## src/rtl/pkt_noc_arbiter_if.sv

```systemverilog
// Stream bundle for pkt_noc_arbiter: NUM_IN packed request streams in,
// one merged NoC injection stream out, plus arbiter status.
interface pkt_noc_arbiter_if #(
    parameter int unsigned DATA_WIDTH = 64,
    parameter int unsigned NUM_IN     = 4,
    parameter int unsigned NUM_NOC_VC = 2,
    parameter int unsigned NOC_RADIX  = 16
);
    localparam int unsigned EW = $clog2(DATA_WIDTH / 8);
    localparam int unsigned IW = $clog2(NUM_IN);
    localparam int unsigned VW = $clog2(NUM_NOC_VC);
    localparam int unsigned DW = $clog2(NOC_RADIX);

    // request side, input i occupies slice i of every packed bus
    logic [NUM_IN-1:0]            in_valid;
    logic [NUM_IN-1:0]            in_sop;
    logic [NUM_IN-1:0]            in_eop;
    logic [NUM_IN-1:0]            in_ready;
    logic [NUM_IN*DATA_WIDTH-1:0] in_data;
    logic [NUM_IN*EW-1:0]         in_empty;
    logic [NUM_IN*VW-1:0]         in_vc_id;
    logic [NUM_IN*DW-1:0]         in_noc_dst;

    // merged injection side
    logic                         out_valid;
    logic                         out_sop;
    logic                         out_eop;
    logic                         out_ready;
    logic [DATA_WIDTH-1:0]        out_data;
    logic [EW-1:0]                out_empty;
    logic [VW-1:0]                o_vc_id;
    logic [DW-1:0]                o_noc_dst;

    // status
    logic [IW-1:0]                o_grant;
    logic                         o_busy;
    logic [31:0]                  o_pkt_count;

    // source side: drives request streams and consumes the merged stream
    modport master (
        output in_valid, in_sop, in_eop, in_data, in_empty, in_vc_id, in_noc_dst,
        input  in_ready,
        input  out_valid, out_sop, out_eop, out_data, out_empty, o_vc_id, o_noc_dst,
        output out_ready,
        input  o_grant, o_busy, o_pkt_count
    );

    // arbiter side
    modport slave (
        input  in_valid, in_sop, in_eop, in_data, in_empty, in_vc_id, in_noc_dst,
        output in_ready,
        output out_valid, out_sop, out_eop, out_data, out_empty, o_vc_id, o_noc_dst,
        input  out_ready,
        output o_grant, o_busy, o_pkt_count
    );
endinterface

```

## src/rtl/pkt_noc_arbiter.sv

```systemverilog
// pkt_noc_arbiter: packet-granular round-robin merge of NUM_IN Avalon-ST
// streams onto one registered NoC injection stream. A granted packet owns
// the output from its SOP beat until its EOP beat is accepted.
module pkt_noc_arbiter #(
    parameter int unsigned DATA_WIDTH = 64,
    parameter int unsigned NUM_IN     = 4,
    parameter int unsigned NUM_NOC_VC = 2,
    parameter int unsigned NOC_RADIX  = 16
) (
    input  logic             clk,
    input  logic             reset,
    pkt_noc_arbiter_if.slave bus
);
    localparam int unsigned EW = $clog2(DATA_WIDTH / 8);
    localparam int unsigned IW = $clog2(NUM_IN);
    localparam int unsigned VW = $clog2(NUM_NOC_VC);
    localparam int unsigned DW = $clog2(NOC_RADIX);

    typedef enum logic [0:0] {
        ST_IDLE   = 1'b0,
        ST_LOCKED = 1'b1
    } state_t;

    state_t                r_state;
    logic [IW-1:0]         r_rr_ptr;
    logic [IW-1:0]         r_grant;
    logic                  r_busy;
    logic [31:0]           r_pkt_count;
    logic                  r_out_valid;
    logic                  r_out_sop;
    logic                  r_out_eop;
    logic [DATA_WIDTH-1:0] r_out_data;
    logic [EW-1:0]         r_out_empty;
    logic [VW-1:0]         r_vc_id;
    logic [DW-1:0]         r_noc_dst;

    logic                  w_load_ok;
    logic                  w_found;
    logic [IW-1:0]         w_winner;
    logic [IW-1:0]         w_idx;
    logic [IW-1:0]         w_sel;
    logic                  w_active;
    logic                  w_xfer;
    logic                  w_sop;
    logic                  w_eop;
    logic [DATA_WIDTH-1:0] w_data;
    logic [EW-1:0]         w_empty;
    logic [VW-1:0]         w_vc;
    logic [DW-1:0]         w_dst;

    // output stage can take a new beat when empty or being drained this cycle
    assign w_load_ok = !r_out_valid || bus.out_ready;

    // round-robin search for the first SOP request after the last winner
    always_comb begin
        w_found  = 1'b0;
        w_winner = '0;
        w_idx    = '0;
        for (int unsigned k = 1; k <= NUM_IN; k++) begin
            w_idx = IW'((32'(r_rr_ptr) + k) % NUM_IN);
            if (!w_found && bus.in_valid[w_idx] && bus.in_sop[w_idx]) begin
                w_found  = 1'b1;
                w_winner = w_idx;
            end
        end
    end

    // locked owner takes precedence; in IDLE only an SOP winner is eligible
    assign w_sel    = (r_state == ST_LOCKED) ? r_grant : w_winner;
    assign w_active = (r_state == ST_LOCKED) || w_found;
    assign w_xfer   = w_active && w_load_ok && bus.in_valid[w_sel];

    // beat and sideband of the selected input
    assign w_sop   = bus.in_sop[w_sel];
    assign w_eop   = bus.in_eop[w_sel];
    assign w_data  = bus.in_data[32'(w_sel) * DATA_WIDTH +: DATA_WIDTH];
    assign w_empty = bus.in_empty[32'(w_sel) * EW +: EW];
    assign w_vc    = bus.in_vc_id[32'(w_sel) * VW +: VW];
    assign w_dst   = bus.in_noc_dst[32'(w_sel) * DW +: DW];

    // only the selected input sees ready, and nobody does during reset
    always_comb begin
        bus.in_ready = '0;
        if (w_active && w_load_ok && !reset) begin
            bus.in_ready[w_sel] = 1'b1;
        end
    end

    // arbitration state, output register and status counters
    always_ff @(posedge clk or posedge reset) begin
        if (reset) begin
            r_state     <= ST_IDLE;
            r_rr_ptr    <= IW'(NUM_IN - 1);
            r_grant     <= '0;
            r_busy      <= 1'b0;
            r_pkt_count <= '0;
            r_out_valid <= 1'b0;
            r_out_sop   <= 1'b0;
            r_out_eop   <= 1'b0;
            r_out_data  <= '0;
            r_out_empty <= '0;
            r_vc_id     <= '0;
            r_noc_dst   <= '0;
        end else begin
            if (w_xfer) begin
                r_out_valid <= 1'b1;
                r_out_sop   <= w_sop;
                r_out_eop   <= w_eop;
                r_out_data  <= w_data;
                r_out_empty <= w_empty;
            end else if (bus.out_ready) begin
                r_out_valid <= 1'b0;
            end

            case (r_state)
                ST_IDLE: begin
                    if (w_xfer) begin
                        r_grant   <= w_winner;
                        r_vc_id   <= w_vc;
                        r_noc_dst <= w_dst;
                        if (w_eop) begin
                            r_rr_ptr    <= w_winner;
                            r_pkt_count <= r_pkt_count + 32'd1;
                        end else begin
                            r_state <= ST_LOCKED;
                            r_busy  <= 1'b1;
                        end
                    end
                end
                ST_LOCKED: begin
                    if (w_xfer && w_eop) begin
                        r_state     <= ST_IDLE;
                        r_busy      <= 1'b0;
                        r_rr_ptr    <= r_grant;
                        r_pkt_count <= r_pkt_count + 32'd1;
                    end
                end
                default: begin
                    r_state <= ST_IDLE;
                    r_busy  <= 1'b0;
                end
            endcase
        end
    end

    assign bus.out_valid   = r_out_valid;
    assign bus.out_sop     = r_out_sop;
    assign bus.out_eop     = r_out_eop;
    assign bus.out_data    = r_out_data;
    assign bus.out_empty   = r_out_empty;
    assign bus.o_vc_id     = r_vc_id;
    assign bus.o_noc_dst   = r_noc_dst;
    assign bus.o_grant     = r_grant;
    assign bus.o_busy      = r_busy;
    assign bus.o_pkt_count = r_pkt_count;
endmodule

```

## src/flat_wrapper.sv

```systemverilog
// flat-port wrapper written by rule: the top's interface ports become plain ports
module pkt_noc_arbiter_flat 
#(
    parameter int unsigned DATA_WIDTH = 64,
    parameter int unsigned NUM_IN     = 4,
    parameter int unsigned NUM_NOC_VC = 2,
    parameter int unsigned NOC_RADIX  = 16
)
  (clk, reset, bus_in_valid, bus_in_sop, bus_in_eop, bus_in_data, bus_in_empty, bus_in_vc_id, bus_in_noc_dst, bus_in_ready, bus_out_valid, bus_out_sop, bus_out_eop, bus_out_data, bus_out_empty, bus_o_vc_id, bus_o_noc_dst, bus_out_ready, bus_o_grant, bus_o_busy, bus_o_pkt_count);
  pkt_noc_arbiter_if #(.DATA_WIDTH(DATA_WIDTH), .NUM_IN(NUM_IN), .NUM_NOC_VC(NUM_NOC_VC), .NOC_RADIX(NOC_RADIX)) bus_i ();
  input  logic clk;
  input  logic reset;
  input wire logic [$bits(bus_i.in_valid)-1:0] bus_in_valid;
  input wire logic [$bits(bus_i.in_sop)-1:0] bus_in_sop;
  input wire logic [$bits(bus_i.in_eop)-1:0] bus_in_eop;
  input wire logic [$bits(bus_i.in_data)-1:0] bus_in_data;
  input wire logic [$bits(bus_i.in_empty)-1:0] bus_in_empty;
  input wire logic [$bits(bus_i.in_vc_id)-1:0] bus_in_vc_id;
  input wire logic [$bits(bus_i.in_noc_dst)-1:0] bus_in_noc_dst;
  output wire logic [$bits(bus_i.in_ready)-1:0] bus_in_ready;
  output wire logic [$bits(bus_i.out_valid)-1:0] bus_out_valid;
  output wire logic [$bits(bus_i.out_sop)-1:0] bus_out_sop;
  output wire logic [$bits(bus_i.out_eop)-1:0] bus_out_eop;
  output wire logic [$bits(bus_i.out_data)-1:0] bus_out_data;
  output wire logic [$bits(bus_i.out_empty)-1:0] bus_out_empty;
  output wire logic [$bits(bus_i.o_vc_id)-1:0] bus_o_vc_id;
  output wire logic [$bits(bus_i.o_noc_dst)-1:0] bus_o_noc_dst;
  input wire logic [$bits(bus_i.out_ready)-1:0] bus_out_ready;
  output wire logic [$bits(bus_i.o_grant)-1:0] bus_o_grant;
  output wire logic [$bits(bus_i.o_busy)-1:0] bus_o_busy;
  output wire logic [$bits(bus_i.o_pkt_count)-1:0] bus_o_pkt_count;
  assign bus_i.in_valid = bus_in_valid;
  assign bus_i.in_sop = bus_in_sop;
  assign bus_i.in_eop = bus_in_eop;
  assign bus_i.in_data = bus_in_data;
  assign bus_i.in_empty = bus_in_empty;
  assign bus_i.in_vc_id = bus_in_vc_id;
  assign bus_i.in_noc_dst = bus_in_noc_dst;
  assign bus_in_ready = bus_i.in_ready;
  assign bus_out_valid = bus_i.out_valid;
  assign bus_out_sop = bus_i.out_sop;
  assign bus_out_eop = bus_i.out_eop;
  assign bus_out_data = bus_i.out_data;
  assign bus_out_empty = bus_i.out_empty;
  assign bus_o_vc_id = bus_i.o_vc_id;
  assign bus_o_noc_dst = bus_i.o_noc_dst;
  assign bus_i.out_ready = bus_out_ready;
  assign bus_o_grant = bus_i.o_grant;
  assign bus_o_busy = bus_i.o_busy;
  assign bus_o_pkt_count = bus_i.o_pkt_count;
  pkt_noc_arbiter #(.DATA_WIDTH(DATA_WIDTH), .NUM_IN(NUM_IN), .NUM_NOC_VC(NUM_NOC_VC), .NOC_RADIX(NOC_RADIX)) u_core (.clk(clk), .reset(reset), .bus(bus_i));
endmodule
```

## config.mk

```make
export PLATFORM = sky130hd
export DESIGN_NAME = pkt_noc_arbiter_flat
export DESIGN_NICKNAME = d
export VERILOG_FILES = /design/src/rtl/pkt_noc_arbiter_if.sv /design/src/rtl/pkt_noc_arbiter.sv /design/src/flat_wrapper.sv
export SDC_FILE = /design/constraint.sdc
export NUM_CORES = 1
export LEC_CHECK = 0
export CORE_AREA = 2 2 160 162
export CTS_CLUSTER_DIAMETER = 50
export DETAILED_ROUTE_END_ITERATION = 16
export DIE_AREA = 0 0 162 164
export DONT_BUFFER_PORTS = 1
export GPL_TIMING_DRIVEN = 0
export PLACE_DENSITY = 0.5
export SYNTH_ARGS = -nofsm -noshare
export SYNTH_HDL_FRONTEND = slang
export SYNTH_SLANG_ARGS = --single-unit
```

## constraint.sdc

```tcl
create_clock -name clk -period 7.1 [get_ports clk]
set_clock_uncertainty 0.05 [all_clocks]
set_input_delay 0.71 -clock clk [delete_from_list [all_inputs] [get_ports clk]]
set_output_delay 0.71 -clock clk [all_outputs]
set_load 0.005 [all_outputs]
```

; After elaboration in Yosys (flattened, before gate mapping)
; Cells that the tools add are included.
[word_totals]
regBits = 113
inputBits = 303
out_inout_bits = 114
elab_cells = 108
[op_classes]
add_sub_neg = 5
n_mul = 1
order_cmp = 6
n_eq_ne = 4
shift = 4
n_mux = 52
bitwise = 1
n_reduce_logical = 23
[op_table]
columns = cell, n
row1 = $shiftx 256x9->64, 1
row2 = $mux 32, 3
row3 = $pmux 32 s2, 1
row4 = $add 32x1->32 const B, 1
row5 = $mux 1, 24
row6 = $bmux 1 s2, 11
row7 = $mux 2, 8
row8 = $shiftx 16x5->4, 1
row9 = $lt 2x3->1 const B, 5
row10 = $logic_and 1x1->1, 12
row11 = $shiftx 12x5->3, 1
row12 = $reduce_and 3->1, 2
row13 = $logic_not 1->1, 5
row14 = $add 2x1->2 const B, 2
row15 = $add 2x2->2 const B, 2
row16 = $mul 2x2->4 const B, 1
row17 = $mux 4, 1
row18 = $ne 2x1->1 const B, 2
row19 = $ne 2x2->1 const B, 2
row20 = $pmux 1 s2, 2
row21 = $pmux 2 s2, 1
row22 = $shiftx 4x3->1, 1
row23 = $demux 1 s2, 1
row24 = $ge 2x1->1 const B, 1
row25 = 4 further kinds, 5

; Longest topological paths before layout
; Gate-level depths: netlist of run 1.
[logic_depth]
ltp_word = 24
ltp_mapped = 9
depth_no_buf = 7

; Worst setup path before layout of run 1
; No wires, ideal clock.
[synth_path]
path_type = input-to-output
startpoint = input reset
endpoint = output bus_in_ready[0]
t_arrival_ps = 3678
required_ps = 6340
setup_slack_ps = 2662
stages = 3
path_cell_list = inv_1 -> nand2_1 -> nor2b_1
[synth_via]
elab_chain_len = 3
[synth_rtl]
columns = element, line_no
row1 = "start, declared", flat_wrapper.sv:12  ; input logic reset;
row2 = $logic_not 1->1, pkt_noc_arbiter.sv:84  ; if (w_active && w_load_ok && !reset) begin
row3 = $logic_and 1x1->1, pkt_noc_arbiter.sv:84
row4 = $mux 4, pkt_noc_arbiter.sv:84
row5 = "end, declared", flat_wrapper.sv:20  ; output wire logic [$bits(bus_i.in_ready)-1:0] bus_in_ready;
; No other way between the ends.

; Worst setup path in the final report of run 1
[layout_path]
startpoint = register u_core.r_rr_ptr[1]
endpoint = output bus_in_ready[1]
[layout_via]
elab_chain_len = 23
elab_cells_between_ends = 48
cone_classes = add/sub: 4 / order compare: 2 / mux: 28 / reduce/logical: 14
[layout_rtl]
columns = element, line_no
row1 = "start, declared", pkt_noc_arbiter.sv:25  ; logic [IW-1:0] r_rr_ptr;
row2 = "start signal, assigned", pkt_noc_arbiter.sv:93  ; r_rr_ptr <= IW'(NUM_IN - 1);
row3 = "start signal, assigned", pkt_noc_arbiter.sv:122  ; r_rr_ptr <= w_winner;
row4 = "start signal, assigned", pkt_noc_arbiter.sv:134  ; r_rr_ptr <= r_grant;
row5 = $add 2x1->2, pkt_noc_arbiter.sv:60  ; w_idx = IW'((32'(r_rr_ptr) + k) % NUM_IN);
row6 = $bmux 1 s2, pkt_noc_arbiter.sv:61  ; if (!w_found && bus.in_valid[w_idx] && bus.in_sop[w_idx]) begin
row7 = $mux 1 (not written as such), pkt_noc_arbiter.sv:61
row8 = $logic_and 1x1->1, pkt_noc_arbiter.sv:61
row9 = $mux 1, pkt_noc_arbiter.sv:61
row10 = $logic_not 1->1, pkt_noc_arbiter.sv:61
row11 = $logic_and 1x1->1 (2 in a row), pkt_noc_arbiter.sv:61
row12 = $mux 1, pkt_noc_arbiter.sv:61
row13 = [5 not listed], -
row14 = $logic_and 1x1->1 (2 in a row), pkt_noc_arbiter.sv:61
row15 = $mux 2, pkt_noc_arbiter.sv:61
row16 = $mux 2, pkt_noc_arbiter.sv:69  ; assign w_sel = (r_state == ST_LOCKED) ? r_grant : w_winner;
row17 = $lt 2x3->1 (not written as such) / $ge 2x1->1 (equally long branches), pkt_noc_arbiter.sv:85  ; bus.in_ready[w_sel] = 1'b1;
row18 = $logic_and 1x1->1 (not written as such), pkt_noc_arbiter.sv:85
row19 = $mux 1 (not written as such), pkt_noc_arbiter.sv:85
row20 = $demux 1 s2, -
row21 = $mux 4 *, pkt_noc_arbiter.sv:84
; Mark *: on every way between the ends. The rest lies on a longest branch, timed or not. The select of a mux whose other input is x is not followed.

==> impl_metrics.toml, run 1 <==
[status]
status = "complete, no violations"

[grt]
grt_usage_pct = 20.2
first_global_vias = 5766
antenna_found_initial = 1
grt_max_degree = 76
overflow = 0
grt_pass1_wl_um = 39600

[power_and_ir_drop]
power.ir.vdd_worst_v = 0.000192
leakagePower_nw = 3.36
cellPowerDensity_mw_per_mm2 = 537

[synth]
synth_seq_area_share_pct = 44.7
yosysWarningCount = 0
synth_cell_type_count = 51
yosys_register_bits = 113
yosys_most_used_dff = "dfrtp_1"
syn_inst_count = 649
synth.cell_area_mm2 = 0.00633
nets_in_the_synthesized_netlist = 953
syn-mean-instance-area_um2 = 9.76
asyncSetResetFlopFracSynth_pct = 100
synth_enable_flop_cells = 0

[layout]
areaGrowthSynthToFinish_pct = 16.4
finalNetCount = 973
nFillCells = 2700
ff_latch_area_mm2 = 0.00283
stdcell_count = 1013
drive_gt1_share_pct = 12.0
multi_input_comb_area_mm2 = 0.00317

[critical_path]
cp_cell_sequence = "nand3_1, a21o_1, nand4_1, o211a_1, buf_2, buf_1, nor2b_1"
cp-end-kind = "output pin"
timing.critical_path.slowest_stage_cell = "dfstp_2"
crit_arrival_ns = 2.77
required_ns = 6.34
critical-path-max-stage-delay_ns = 0.58
timing_worst_setup_path_type = "reg2out"
critical_path_peak_fanout = 10
startpoint_type = "register"

[floorplan]
fp.dieH_um = 164
design.core.area_mm2 = 0.0248
ios = 417
floorplan.rows = 58
die_width_um = 162
dieArea_mm2 = 0.0266
initial_core_util_pct = 25.5

[sta]
finalHoldViolCount = 0
rsz0062_at_grt = "no"
min_period_ns = 3.53
report.final.setup_viol = 0
max_freq_mhz = 283
post_route_worst_setup_slack_ns = 3.57
finalCritPeriodShare_pct = 49.7
tns_ns = 0
timing.max_slew.rel_slack_pct = 40.0
final-max-slew-violation-count = 0
final_hold_slack_ns = 0.103
worst-slew-pin-transition_ns = 0.900

[drt]
detail_route.drc_violations = 0
drt_pass1_iterations = 8
final_antenna_net_count = 0
vias_post_dr = 5897
viasPerCell = 5.82
wl_per_cell_um = 27.3
finalWirelength_um = 27600
dr.first_iter.drc_count = 697

[place]
dp_slack_ns = 3.62
dp_hpwl_um = 21500
placedCellCount = 980
gp_congestion = 0.884
placement.io_buffers = 0

[clock_tree]
cts_tree = "yes"
insertion_delay_ns = 0.41
cts_repair_resize_count = 0
clkTransAtPathRegs_ns = 0.06
cts-buffers-inserted = 17
ctsLongestPathBuffers = 2
post-cts-setup-buffers = 0
htree_levels = 4
cts.sinks = 113
buffer_type_at_the_clock_tree_root = "clkbuf_16"
ctsHoldBuffers = 0

[job]
maxCapViolCount = 0

[worst_hold_path]
worstHoldPathType = "in2async"
-- per-layer routing --
metal	wire [um]	up-vias	track usage (%)
met5	0	-	0
met4	622	0	5.87
met1	10600	2956	24.3
li1	-	2551	-
met2	13900	358	35.1
met3	2510	32	5.96
-- state kept, by name, summed over array words and instances, names as in the netlist, named ones only --
name and cells:
u_core.bus.out_data 64, u_core.bus.o_pkt_count 32, u_core.bus.o_noc_dst 4, u_core.bus.out_empty 3, u_core.bus.o_grant 2, u_core.r_rr_ptr 2, u_core.bus.o_busy 1, u_core.bus.o_vc_id 1
u_core.bus.out_eop 1, u_core.bus.out_sop 1, u_core.bus.out_valid 1
-- critical path: cells and delay by family (launching register included) --
family / cells / cell delay, ns
buffers and inverters: 2 / 0.78
AND/OR/NAND/NOR: 3 / 0.60
AO/OA/AOI/OAI: 2 / 0.40
flip-flops: 1 / 0.58
-- area by class of cell --
| class | instances | area share, % |
|---|---|---|
| inverters | 8 | 0.475 |
| flip-flops and latches | 113 | 38.4 |
| diodes | 1 | 0.0340 |
| multi-input cells | 470 | 43.0 |
| plain buffers | 58 | 4.18 |
| clock inverters | 11 | 1.87 |
| well taps | 330 | 5.60 |
| clock buffers | 21 | 6.11 |
| repair buffers | 1 | 0.373 |
-- per-stage QoR --
stage	util, %	area, um2	power (mW)
after floorplan	-	6330	2.48
after global placement	27.2	6750	3.08
after detailed placement	27.3	6780	3.11
after CTS	29.7	7370	4.02
after global routing	29.7	7370	4.25
final	29.7	7370	3.96
-- cell families (layout without fill, tap and decap cells) --
family | Yosys count | count (layout) | share of synthesized area, %
AOI/OAI and AO/OA | 239 | 239 | 29.3
xor gates and xnor gates | 31 | 31 | 4.29
adders and majority gates | 1 | 1 | 0.197
buffers and inverters | 66 | 99 | 5.33
DFF | 113 | 113 | 44.7
muxes | 5 | 5 | 0.869
other | 0 | 1 | 0
and+or+nand+nor | 194 | 194 | 15.3
-- Yosys cell counts (all sizes together), types with 4 or more instances --
cell type,count,area (um2)
dfrtp,111,2780
nand2,95,357
a222oi,73,731
a21o,71,533
a21oi,70,350
buf,31,206
xor2,30,263
clkbuf,27,101
nor3,22,110
nand3,17,90.1
nor2,14,55.1
nand4,12,75.1
and3,8,56.3
inv,8,30.0
nor4,7,87.6
a31oi,6,52.6
and2,5,31.3
and4,5,43.8
o21ai,5,28.8
mux2,4,45.0
-- placed cells by master (no fill, tap or decap), drive strengths merged, types with 2 or more instances in the layout --
cell,netlist,final
a31oi,6,6
a31o,2,2
o21ai,5,5
nor2,14,14
clkinvlp,0,3
nor2b,3,3
a21o,71,71
nand2,95,95
dfrtp,111,111
buf,31,32
xor2,30,30
a22o,2,2
o2111ai,2,2
o31a,2,2
bufinv,0,3
nand4,12,12
clkbuf,27,48
clkinv,0,5
nor4,7,7
nor3,22,22
and3,8,8
a222oi,73,73
mux2,4,4
and2,5,5
nand3,17,17
a21oi,70,70
o31ai,2,2
dfstp,2,2
and4,5,5
inv,8,8
-- worst paths after layout --
kind                                             from                         end  slack, ns  cells after the start
max                                u_core.r_rr_ptr[1]             bus_in_ready[1]       3.57                      7
min in group clk                      bus_in_vc_id[1]          u_core.bus.o_vc_id       0.41                      2
min                                             reset     u_core.bus.out_data[62]       0.10                      1
min reg2reg                u_core.bus.o_pkt_count[31]  u_core.bus.o_pkt_count[31]       0.45                      1
max in group asynchronous                       reset          u_core.r_rr_ptr[1]       6.16                      2
max reg2reg                        u_core.r_rr_ptr[1]      u_core.bus.out_data[5]       4.16                      8
-- power by group --
group          internal (mW)  leakage, nW  total [mW]  switching [mW]
Clock                  0.558        0.283       0.883           0.324
Sequential             0.918         1.40        1.21           0.290
Combinational          0.733         1.67        1.87            1.13
Total                   2.21         3.36        3.96            1.75
No activity file was read; power rests on OpenSTA's default activity.
==> inputs of run 2 (changes only) <==
Settings changed: ABC_AREA from default to 1, PLACE_DENSITY 0.5 to 0.57.
Clock period 7.1 ns to 3.6 ns, I/O delays scaled along.
==> run 2 against run 1 <==
Critical path depth increased by 4; power increased to 3.1 times the previous value; design area increased by 25%; hold slack improved by 0.041 ns; sequential share of layout area decreased by 7.7 points; flip-flop and latch count unchanged; die area unchanged; synthesized area increased by 28%; combinational power increased to 4.3 times the previous value; register-to-register slack got worse by 3.6 ns; largest cell class unchanged.
==> impl_metrics.toml, run 2 <==
[worst_hold_path]
worstHoldPathType = "in2reg"

[synth]
yosysWarningCount = 0
synth.cell_area_mm2 = 0.00809
yosys_most_used_dff = "dfrtp_1"
synth_xor_area_share_pct = 3.14
synth_seq_area_share_pct = 35.0
synth-simple-area-share_pct = 52.7
synth.top_cells.by_count = "nand2_1 (417), nand3_1 (356), dfrtp_1 (111)"
post-synth-top-area-cell = "dfrtp_1"
synth_cell_type_count = 30
synth.mux.area_fraction_pct = 0
synth_enable_flop_cells = 0
nets_in_the_synthesized_netlist = 1509
post_synth_fa_ha_maj_area_fraction_pct = 0.155
synth_top_family_by_area = "simple AND/OR/NAND/NOR gates"
yosys_register_bits = 113
synth_compound_gate_area_share_pct = 0.356
asyncSetResetFlopFracSynth_pct = 100
yosysMostFrequentCell = "nand2_1"
largest_cells_by_area_after_synthesis = "dfrtp_1 (34%), nand3_1 (22%), nand2_1 (19%), nand4_1 (6.0%), buf_2 (3.0%)"
syn_inst_count = 1205
syn-mean-instance-area_um2 = 6.72
post_synth_top_area_share_pct = 34.3

[clock_tree]
htree_levels = 4
insertion_delay_ns = 0.42
cts-buffers-inserted = 17
clkTransAtPathRegs_ns = 0.06
ctsLongestPathBuffers = 2
cts_tree = "yes"
buffer_type_at_the_clock_tree_root = "clkbuf_16"
cts.sinks = 113
post-cts-setup-buffers = 0

[status]
status = "complete, no violations"

[layout]
layout_commonest_cell = "nand2_1"
drive_gt1_share_pct = 11.7
nFillCells = 2755
finalNetCount = 1533
areaGrowthSynthToFinish_pct = 14.1
number_of_flip_flops_in_the_largest_register = 64
final_core_util_pct = 37.2
stdcell_area_mm2 = 0.00923
layout.cells.most_common_list = "nand2_1 (417), nand3_1 (356), dfrtp_1 (111), nand4_1 (77), buf_2 (47)"

[floorplan]
design.core.area_mm2 = 0.0248
floorplan.rows = 58
initial_core_util_pct = 32.6
dieArea_mm2 = 0.0266
ios = 417
die_width_um = 162
fp.dieH_um = 164

[critical_path]
timing.critical_path.slowest_stage_cell = "dfstp_2"
required_ns = 3.19
startpoint_type = "register"
critical_path_peak_fanout = 10
cp-end-kind = "output pin"
cp_cell_sequence = "buf_4, nand2_1, nand3_1, nand2_1, nor2_4, nand4_1, nand3_1, nand2_2, clkbuf_4, buf_2, nor3_1"
crit_arrival_ns = 3.00
timing_worst_setup_path_type = "reg2out"
critical-path-max-stage-delay_ns = 0.56
critical_path.n_buffers_inverters = 3
cpLargestDelayFamily = "simple AND/OR/NAND/NOR gates"

[drt]
met3_length_um = 3950
wl_per_cell_um = 24.0
vias_post_dr = 9004
detail_route.drc_violations = 0
viasPerCell = 5.71
dr.first_iter.drc_count = 785
topRoutingLayerUsed = "met4"
finalWirelength_um = 37800
final_antenna_net_count = 0
met1_length_um = 14500
wl_met2_um = 17700
drt_pass1_iterations = 5

[grt]
antenna_found_initial = 4
first_global_vias = 8666
grt_max_degree = 41
overflow = 0
grt_pass1_wl_um = 55400
grt_usage_pct = 27.9

[place]
placement.cell_area_mm2 = 0.00857
dp_hpwl_um = 30000
gp_congestion = 0.958
placement.io_buffers = 0

[sta]
rsz0062_at_grt = "no"
report.final.setup_viol = 0
min_period_ns = 3.41
timing.max_slew.rel_slack_pct = 56.2
worst-slew-pin-transition_ns = 0.657
max_freq_mhz = 294
finalHoldViolCount = 0
finalCritPeriodShare_pct = 94.6
final-max-slew-violation-count = 0
final_hold_slack_ns = 0.144

[power_and_ir_drop]
power.ir.vdd_worst_v = 0.000648
leakagePower_nw = 4.51
cellPowerDensity_mw_per_mm2 = 1310

[job]
maxCapViolCount = 0
## run 2: what timing repair did
| action | CTS | global route |
|---|---|---|
| hold buffers | 2 | 0 |
| endpoints found under the setup margin | 0 | 2 |
| resized for setup | 0 | 1 |
| hold endpoints to repair | 17 | 0 |
## run 2: worst paths after layout
path | startpoint | end | slack, ns | cells after the start
max | u_core.r_rr_ptr[0] | bus_in_ready[1] | 0.19 | 11
min reg2reg | u_core.bus.out_data[39] | u_core.bus.out_data[39] | 0.45 | 2
max in group asynchronous | reset | u_core.bus.out_empty[0] | 2.48 | 3
min in group asynchronous | reset | u_core.bus.o_pkt_count[0] | 0.44 | 2
min | bus_in_data[100] | u_core.bus.out_data[36] | 0.14 | 4
max reg2reg | u_core.r_rr_ptr[0] | u_core.bus.out_data[58] | 0.54 | 14
## run 2: area by class of cell
cell class	count	area, um2	share of cell area [%]
Timing Repair Buffer	5	80.1	0.868
Clock inverter	13	185	2.01
Multi-Input combinational cell	958	4560	49.4
Antenna cell	4	10.0	0.108
Clock buffer	19	443	4.80
Tap cell	330	413	4.47
Inverter	41	158	1.71
Sequential cell	113	2830	30.7
Buffer	93	554	6.01
## run 2: power by group
group          total [mW]  switching [mW]  leakage [nW]  internal [mW]
Sequential           2.25           0.488          1.47           1.76
Combinational        8.01            5.58          2.73           2.43
Clock                1.86           0.678         0.303           1.18
Total                12.1            6.74          4.51           5.37
## run 2: through the flow
step	TNS, ns	worst slack (ns)	power (mW)	std cells
finish	0	0.193	12.1	1576
global route	0	0.0226	13.1	1575
CTS	0	0.161	12.1	1572
detailed placement	0	0.529	10.2	1538
global placement	-1.23	-0.310	10.1	1535
floorplan	0	0.742	7.71	1205
## run 2: layer usage
metal	vias up	GRT usage [%]
met5	-	0
met4	0	12.4
met3	102	9.47
met2	510	45.0
met1	4259	33.8
li1	4133	-
## run 2: cells by family after synthesis
logic type                 Yosys count
and+or+nand+nor                    923
buffers and inverters              134
DFF                                113
xor gates and xnor gates            29
AOI/OAI and AO/OA                    5
adders and majority gates            1
## run 2: worst min-delay path: cells and delay by family
family        cells  cell delay, ns
simple gates      4            0.22
==> inputs of run 3 (changes only) <==
Settings changed: REMOVE_ABC_BUFFERS from default to 1.
==> run 3 against run 2 <==
Maximum frequency is 3.0% higher; hold slack lost 0.0025 ns; utilization fell by 0.50 points; first-iteration DRC count rose by 2.2%; sequential power fell by 2%; register-to-register slack worse by 0.25 ns; setup slack better by 0.098 ns; global-route usage decreased by 3.3 points; sequential share of layout area grew 0.42 points; critical path type is now reg2reg; clock power is 16% lower; die area is the same.
==> impl_metrics.toml, run 3 (synthesized netlist as in run 2, its figures left out) <==
[status]
status = "complete, no violations"

[clock_tree]
htree_levels = 4
cts.sinks = 113
ctsLongestPathBuffers = 2
cts_tree = "yes"
buffer_type_at_the_clock_tree_root = "clkbuf_16"
clkTransAtPathRegs_ns = 0.06
insertion_delay_ns = 0.42
cts-buffers-inserted = 17

[floorplan]
floorplan.rows = 58
design.core.area_mm2 = 0.0248
dieArea_mm2 = 0.0266
die_width_um = 162
fp.dieH_um = 164
initial_core_util_pct = 32.6
ios = 417

[critical_path]
cpLargestDelayFamily = "simple AND/OR/NAND/NOR gates"
worst_path_most_repeated_cell = "nand2_1"
timing_worst_setup_path_type = "reg2reg"
critical_path_peak_fanout = 38
critical-path-max-stage-delay_ns = 0.60
cp_cell_sequence = "inv_2, nand2_1, nand2_2, nand3_1, nand2_1, nor2_4, nand4_2, nand3_1, nand2_2, nand2_8, nand3_1, nand2_1, nor2_4, buf_4, nand2_8, nand2_1, o21ai_0"
critical_path.n_buffers_inverters = 2
timing.critical_path.slowest_stage_cell = "dfstp_2"
cp-end-kind = "register"
startpoint_type = "register"
required_ns = 3.88
crit_arrival_ns = 3.59

[sta]
finalHoldViolCount = 0
final-max-slew-violation-count = 0
min_period_ns = 3.31
max_freq_mhz = 302
post_route_worst_setup_slack_ns = 0.291
report.final.setup_viol = 0
worst-slew-pin-transition_ns = 0.993
timing.max_slew.rel_slack_pct = 33.8
finalCritPeriodShare_pct = 91.9

[grt]
use_met3_pct = 5.45
overflow = 0
grt_usage_pct = 24.5
grt_max_degree = 104
grt_pass1_wl_um = 49100
met1_grt_util_pct = 32.6
antenna_found_initial = 0
first_global_vias = 7892
globalRoute.busiestLayer = "met2"
globalRouteMet2Util_pct = 39.6

[layout]
layout.cells.most_common_list = "nand2_1 (413), nand3_1 (352), dfrtp_1 (111), nand4_1 (77), inv_1 (35)"
nFillCells = 2728
drive_gt1_share_pct = 8.75
layout_commonest_cell = "nand2_1"
areaGrowthSynthToFinish_pct = 12.5
final_core_util_pct = 36.7
stdcell_count = 1507
finalNetCount = 1468
insertedDiodeCount = 0
number_of_flip_flops_in_the_largest_register = 64

[drt]
drt_pass1_iterations = 6
vias_post_dr = 8810
viasPerCell = 5.85
finalWirelength_um = 35200
final_antenna_net_count = 0
wl_per_cell_um = 23.4
detail_route.drc_violations = 0
dr.first_iter.drc_count = 802

[place]
dp_hpwl_um = 20500
placedCellCount = 1448
dp_slack_ns = -0.731
placement.io_buffers = 0
gp_congestion = 0.842

[job]
maxCapViolCount = 0

[power_and_ir_drop]
design_power_total_mw = 12.1
leakagePower_nw = 4.31
cellPowerDensity_mw_per_mm2 = 1330
power.ir.vdd_worst_v = 0.000588

[worst_hold_path]
worstHoldPathType = "in2reg"
## run 3: layout make-up
cell class,instances,area [um2],share of cell area [%]
multi-input cells,972,4880,53.6
well taps,330,413,4.53
clock buffers,17,425,4.67
flip-flops and latches,113,2830,31.1
repair buffers,19,288,3.16
clock inverters,15,111,1.22
inverters,41,161,1.77
## run 3: what timing repair did
| item | CTS | global route |
|---|---|---|
| gates resized for setup | 18 | 3 |
| setup endpoints to repair | 114 | 115 |
| endpoints found under the hold margin | 56 | 0 |
| gates cloned | 12 | 4 |
| hold buffers | 2 | 0 |
| setup buffers | 4 | 5 |
| pin swaps | 9 | 5 |
## run 3: worst register-to-register path, delay by kind of cell, from the launching register on
kind	cells	cell delay [ns]
flip-flops	1	0.60
buffers and inverters	2	0.31
AND/OR/NAND/NOR	14	2.19
AO/OA/AOI/OAI	1	0.08
## run 3: metal layers
layer	wire length, um	vias up	part of all wire, %
li1	-	4016	-
met1	14300	4206	41
met2	16800	505	48
met3	2860	83	8.1
met4	1260	0	3.6
met5	0	-	0
## run 3: worst paths after layout
kind	start	end	slack, ns	depth (start not counted)
worst max-delay path	u_core.r_rr_ptr[0]	register	0.29	17
worst min-delay path	bus_in_data[118]	u_core.bus.out_data[54]	0.14	4
worst max register to register	u_core.r_rr_ptr[0]	register	0.29	17
worst min register to register	u_core.bus.out_eop	u_core.bus.out_eop	0.45	2
max in group asynchronous	reset	u_core.r_rr_ptr[0]	2.29	3
min in group asynchronous	reset	u_core.bus.out_data[16]	0.46	2
## run 3: report_power, final
group	leakage (nW)	internal, mW	switching, mW
combinational	2.59	2.25	6.10
clock	0.256	0.884	0.688
sequential	1.47	1.76	0.452
## run 3: per-stage QoR
stage	cell area (um2)	hold slack [ns]	TNS, ns
floorplan	7540	0.391	-309.21
global placement	7950	0.391	-825.87
detailed placement	8150	0.270	-64.09
CTS	8970	0.133	0
global route	9100	0.149	-0.0271
finish	9100	0.142	0
